## src/rtl/joy_cmd_decoder.sv

```systemverilog
`default_nettype none
// ---------------------------------------------------------------------------
// joy_cmd_decoder - joystick debounce, opposite-direction cancel, board
// mirror and one-cycle command pulses.  Optional direction auto-repeat is
// built when JOY_AUTOREPEAT_EN is defined.                       Rev 1.0
// ---------------------------------------------------------------------------
module joy_cmd_decoder #(
    parameter int DEBOUNCE_CYC = 250000,
    parameter int REPEAT_DELAY = 10000000,
    parameter int REPEAT_RATE  = 2500000
) (
    input  logic        Clk,
    input  logic        reset,
    input  logic [15:0] joy_raw,
    input  logic        enable,
    input  logic        mirror,
    output logic [8:0]  cmd,
    output logic [8:0]  held,
    output logic        any_dir_held
);

    localparam int DW = $clog2(DEBOUNCE_CYC + 1);

    logic [8:0]    stable_q, stable_d;
    logic [DW-1:0] dcnt_q [9];
    logic [DW-1:0] dcnt_d [9];
    logic [8:0]    eff_q, eff_d, rise;
    logic [3:0]    rep_d;
    logic [8:0]    cmd_q, cmd_d;
    logic [8:0]    held_q, held_d;
    logic          adh_q;
    logic          unused_raw;

    assign unused_raw = ^joy_raw[15:9];

    function automatic logic [8:0] cancel_dirs(input logic [8:0] s);
        logic [8:0] r;
        r    = s;
        r[0] = s[0] & ~s[1];
        r[1] = s[1] & ~s[0];
        r[2] = s[2] & ~s[3];
        r[3] = s[3] & ~s[2];
        return r;
    endfunction

    // Black-side view: up<->down, left<->right; buttons untouched.
    function automatic logic [8:0] remap(input logic [8:0] v, input logic m);
        logic [8:0] r;
        r = v;
        if (m) begin
            r[3:0] = {v[2], v[3], v[0], v[1]};
        end
        return r;
    endfunction

    always_comb begin
        stable_d = stable_q;
        for (int i = 0; i < 9; i++) begin
            dcnt_d[i] = '0;
            if (joy_raw[i] != stable_q[i]) begin
                if (dcnt_q[i] == DW'(DEBOUNCE_CYC - 1)) begin
                    stable_d[i] = ~stable_q[i];
                end else begin
                    dcnt_d[i] = dcnt_q[i] + 1'b1;
                end
            end
        end
    end

    // Edges are taken on the unmirrored levels so a mirror flip never pulses.
    assign eff_d  = cancel_dirs(stable_d);
    assign rise   = eff_d & ~eff_q;
    assign held_d = remap(eff_d, mirror);
    assign cmd_d  = enable ? remap(rise | {5'b0, rep_d}, mirror) : '0;

`ifdef JOY_AUTOREPEAT_EN
    localparam int RMAX = (REPEAT_DELAY > REPEAT_RATE) ? REPEAT_DELAY : REPEAT_RATE;
    localparam int RW   = $clog2(RMAX + 1);

    typedef enum logic [1:0] {
        S_IDLE   = 2'd0,
        S_DELAY  = 2'd1,
        S_REPEAT = 2'd2
    } rpt_state_t;

    rpt_state_t    state_q, state_d;
    logic [RW-1:0] rcnt_q, rcnt_d;

    always_comb begin
        state_d = state_q;
        rcnt_d  = rcnt_q;
        rep_d   = '0;
        if (!enable || (eff_d[3:0] == 4'b0000)) begin
            state_d = S_IDLE;
            rcnt_d  = '0;
        end else if (rise[3:0] != 4'b0000) begin
            state_d = S_DELAY;
            rcnt_d  = RW'(REPEAT_DELAY);
        end else if (state_q != S_IDLE) begin
            if (rcnt_q == RW'(1)) begin
                state_d = S_REPEAT;
                rcnt_d  = RW'(REPEAT_RATE);
                rep_d   = eff_d[3:0];
            end else begin
                rcnt_d = rcnt_q - 1'b1;
            end
        end
    end

    always_ff @(posedge Clk) begin
        if (reset) begin
            state_q <= S_IDLE;
            rcnt_q  <= '0;
        end else begin
            state_q <= state_d;
            rcnt_q  <= rcnt_d;
        end
    end
`else
    assign rep_d = 4'b0000;
`endif

    always_ff @(posedge Clk) begin
        if (reset) begin
            stable_q <= '0;
            eff_q    <= '0;
            cmd_q    <= '0;
            held_q   <= '0;
            adh_q    <= 1'b0;
            for (int i = 0; i < 9; i++) begin
                dcnt_q[i] <= '0;
            end
        end else begin
            stable_q <= stable_d;
            eff_q    <= eff_d;
            cmd_q    <= cmd_d;
            held_q   <= held_d;
            adh_q    <= |held_d[3:0];
            for (int i = 0; i < 9; i++) begin
                dcnt_q[i] <= dcnt_d[i];
            end
        end
    end

    assign cmd          = cmd_q;
    assign held         = held_q;
    assign any_dir_held = adh_q;

endmodule
`default_nettype wire

```

## config.mk

```make
export PLATFORM = sky130hd
export DESIGN_NAME = joy_cmd_decoder
export DESIGN_NICKNAME = d
export VERILOG_FILES = /design/src/rtl/joy_cmd_decoder.sv
export SDC_FILE = /design/constraint.sdc
export NUM_CORES = 1
export LEC_CHECK = 0
export CORE_MARGIN = 2
export CORE_UTILIZATION = 40
export CTS_CLUSTER_SIZE = 10
export DETAILED_ROUTE_END_ITERATION = 6
export PLACE_DENSITY = 0.61
export SLEW_MARGIN = 20
export SYNTH_ARGS = -nofsm -noshare
export SYNTH_HDL_FRONTEND = slang
export SYNTH_SLANG_ARGS = --single-unit
```

## constraint.sdc

```tcl
create_clock -name Clk -period 1.9 [get_ports Clk]
set_input_delay 0.38 -clock Clk [delete_from_list [all_inputs] [get_ports Clk]]
set_output_delay 0.38 -clock Clk [all_outputs]
set_load 0.03 [all_outputs]
```

=== Word-level counts from Yosys, hierarchy flattened ===
Memory sizes are Yosys's and may differ from the RTL's.
Index checks and enable logic that the tools add are counted.
Widths: inputs -> output; s select.

* Memories: 1
* Output and inout port bits: 19
* Input bits: 20
* Word-level logic and storage cells: 114
* Bits in writable memories: 162
* Register bits after elaboration: 37

* Multiplexer cells: 50
* Reductions and logical operators: 2
* Equality and inequality tests: 18
* $add $sub $neg: 9
* Bitwise gates (word level): 29

{| class="wikitable"
|+ Memory list
! memory !! words !! bits a word !! rd ports !! clocked after memory_dff !! write ports !! line !! text
|-
| dcnt_q || 9 || 18 || 9 || 0 || 9 || 25 || <nowiki>logic [DW-1:0] dcnt_q [9];</nowiki>
|}

{| class="wikitable"
|+ Operator list
! kind !! number
|-
| $mux 18 || 27
|-
| $add 18x1->18 const B || 9
|-
| $eq 18x18->1 const B || 9
|-
| $mux 1 || 21
|-
| $not 1->1 || 14
|-
| $and 9x9->9 || 1
|-
| $ne 1x1->1 || 9
|-
| $not 9->9 || 1
|-
| $or 1x1->1 || 9
|-
| $mux 4 || 2
|-
| $and 1x1->1 || 4
|-
| $reduce_or 4->1 || 1
|-
| $reduce_or 2->1 || 1
|}

=== Depth between registers and ports, before layout ===
An unclocked memory read counts as a cell.

* Depth in word-level cells: 8
* Mapped depth: 8
* Gate-level depth less buffers: 6

=== Worst setup path before layout ===
Ideal clock, no wire load.

* Path kind: register to register
* From: mem dcnt_q[0][0] (netlist name)
* To: mem dcnt_q[0][11] (netlist name)
* Setup time: 0.128 ns
* Slack: -0.009 ns
* Path buffers: 3
* Cell stages (with the launch flop): 9
* Period minus slack after synthesis: 1.909 ns
* Required time: 1.772 ns
* Arrival time: 1.782 ns
* Cells stage by stage: dfxtp_1 ha_1 and3_1 and3_1 clkbuf_1 a21o_1 clkbuf_1 clkbuf_1 nor2_1

{| class="wikitable"
|+ RTL lines
! item !! line
|-
| start: declaration || 25
|}

==> results.yml <==
global_route:
  antenna_found_initial: 0
  grt_pass1_wl_um: 27600
  grt_max_degree: 18
  grt-busiest-layer: "met2"
  grt_pass1_vias: 6038
  use_met1_pct: 19.5
  use_met2_pct: 25.1
  use_met3_pct: 3.21
  overflow: 0
  gr-usage-all-layers_pct: 15.2
clock_network:
  htreeDepth: 4
  cts_tree: "yes"
  clk_path_buf_depth: 2
  cts_made_buffers: 17
  cts_sinks: 189
  root_buffer: "clkbuf_16"
  clkTransAtPathRegs_ps: 70
  cts_hold_buf: 0
  insertion_delay_ps: 430
finish:
  final_area_um2: 10200
  synthToLayoutAreaGrowth_pct: 21.4
  layout.nets: 1060
  diodes: 0
  fillers: 1929
  drive_above_1_share_pct: 12.4
  utilization_pct: 49.8
sta:
  finalSetupTns_ps: 0
  period_share_pct: 98.8
  clock_skew_ps: 7.30
  setup-violations-final: 0
  max_slew_margin_pct: 69.2
  slew_viol_final: 0
  fmax_mhz: 533
  fin_crit_ps: 1880
  worst_slew_pin_slew_ps: 460
  finalHoldViolCount: 0
  fin_ws_ps: 23.7
  rsz0062_at_grt: "true"
yosys:
  yosysUniqueCellTypes: 54
  netlist_top_cells_area: "dfxtp_1, nor2_1, xnor2_1"
  yosys.area.top_type: "dfxtp_1"
  async_flop_share_pct: 0
  synth_edf_count: 0
  syn_nets: 982
  yosysTopAreaCellShare_pct: 45.1
  synthTopCellsByCount: "nor2_1, dfxtp_1, xnor2_1, xor2_1, nand3_1"
  syn_area_um2: 8380
  syn_area_per_cell_um2: 8.80
  synth_top_flop_cell: "dfxtp_1"
  syn_inst: 953
  ys_ff_latch: 189
  synth_warnings: 0
  synth.most_common_cell: "nor2_1"
  synth.yosys.seq_area_share_pct: 45.1
drt:
  wl_um: 16000
  drtIter0Drc: 288
  ant_nets: 0
  dr_total_vias: 6436
  route.detailed.vias_per_inst: 4.91
  dr.pass1.iters: 6
  remaining_drc_errors: 0
  wl_per_cell_um: 12.2
critical_path:
  crit_type: "reg -> reg"
  cp.required_ps: 2250
  critPathMaxFanout: 4
  cp-start-kind: "flop"
  crit_path_end_kind: "flop"
  worstPathArrival_ps: 2230
placement:
  placed_area_um2: 9450
  routabilityCongestion: 0.776
  io_buffers: 31
  pre_cts_slack_ps: -135
  dp_hpwl_um: 11100
floorplanning:
  chipWidth_um: 149
  start_util_pct: 41.0
  core_um2: 20400
  io-pin-count: 39
  die_height_um: 149
  rows: 52
  die_area_um2: 22100
power:
  power_density_nw_per_um2: 796
  ir_drop_uv: 603
  p_leak_nw: 3.52
  p_total_mw: 8.09
outcome:
  run_status: "finished, final reports clean"
run:
  cap_viol_max_count: 0
worst_hold_path:
  holdCritPathClass: "reg -> reg"
-- through the flow --
| stage | std cells | hold WS (ps) |
|---|---|---|
| 2_1_floorplan | 953 | 413 |
| 3_3_place_gp | 1281 | 427 |
| 3_5_place_dp | 1281 | 433 |
| 4_1_cts | 1311 | 454 |
| 5_1_grt | 1312 | 446 |
| 6_report | 1312 | 432 |
-- sequential cells by signal, summed over array words and instances, names as in the netlist --
register,cells
any_dir_held,1
eff_q,4
dcnt_q,162
held,4
stable_q,9
cmd,9
-- area by class of cell --
cell class,instances,area (um^2),share of cell area (%)
Timing Repair Buffer,97,922,9.06
Multi-Input combinational cell,702,4400,43.2
Clock inverter,7,160,1.57
Inverter,24,90.1,0.886
Tap cell,270,338,3.32
Clock buffer,23,478,4.70
Sequential cell,189,3790,37.2
-- worst paths after layout --
kind,start,to,slack (ps),depth (start not counted)
worst max-delay path,dcnt_q[0][23],any_dir_held,20,6
worst min-delay path,dcnt_q[0][54],dcnt_q[0][54],430,1
worst max register to register,dcnt_q[0][23],any_dir_held,20,6
worst min register to register,dcnt_q[0][54],dcnt_q[0][54],430,1
-- per-layer routing --
metal	part of all wire, %	vias up
met2	47	55
met5	0	-
met4	1.6	0
met1	49	2968
met3	2.4	18
li1	-	3395
-- kinds of logic after synthesis --
group | after synthesis | synth area share (%)
AOI/OAI and AO/OA | 67 | 5.69
buffers and inverters | 62 | 3.25
muxes | 5 | 0.597
adders and majority gates | 9 | 1.34
DFF | 189 | 45.1
and+or+nand+nor | 475 | 28.7
xor gates and xnor gates | 146 | 15.3
-- critical path: stages (launching register included) --
cell and delay, ps:
dfxtp_1 310, or4b_4 540, nor3_4 240, buf_6 140
a21boi_2 70, a211o_1 310, a41oi_2 190
-- power breakdown --
group          leakage, nW  internal, mW  total [mW]  switching [mW]
registers             1.53          3.98        4.00          0.0151
logic                 1.68         0.114       0.237           0.123
clock network        0.313          2.42        3.86            1.44
total                 3.52          6.52        8.09            1.58
-- cell usage in the layout, fill, tap and decap left out, drive strengths merged, types with 16 or more instances in the layout --
cell,count
a21oi,17
and3,20
buf,66
clkbuf,23
clkdlybuf4s50,25
dfxtp,189
inv,24
nand2,49
nand2b,16
nand3,54
nand4,34
nor2,204
nor3,24
nor4,17
xnor2,73
xor2,73
-- what timing repair did --
action,in CTS,in global routing
endpoints found under the setup margin,10,48
pin swaps,3,4
buffers inserted,0,1
gates resized for setup,7,21
No activity file was read; power rests on OpenSTA's default activity.
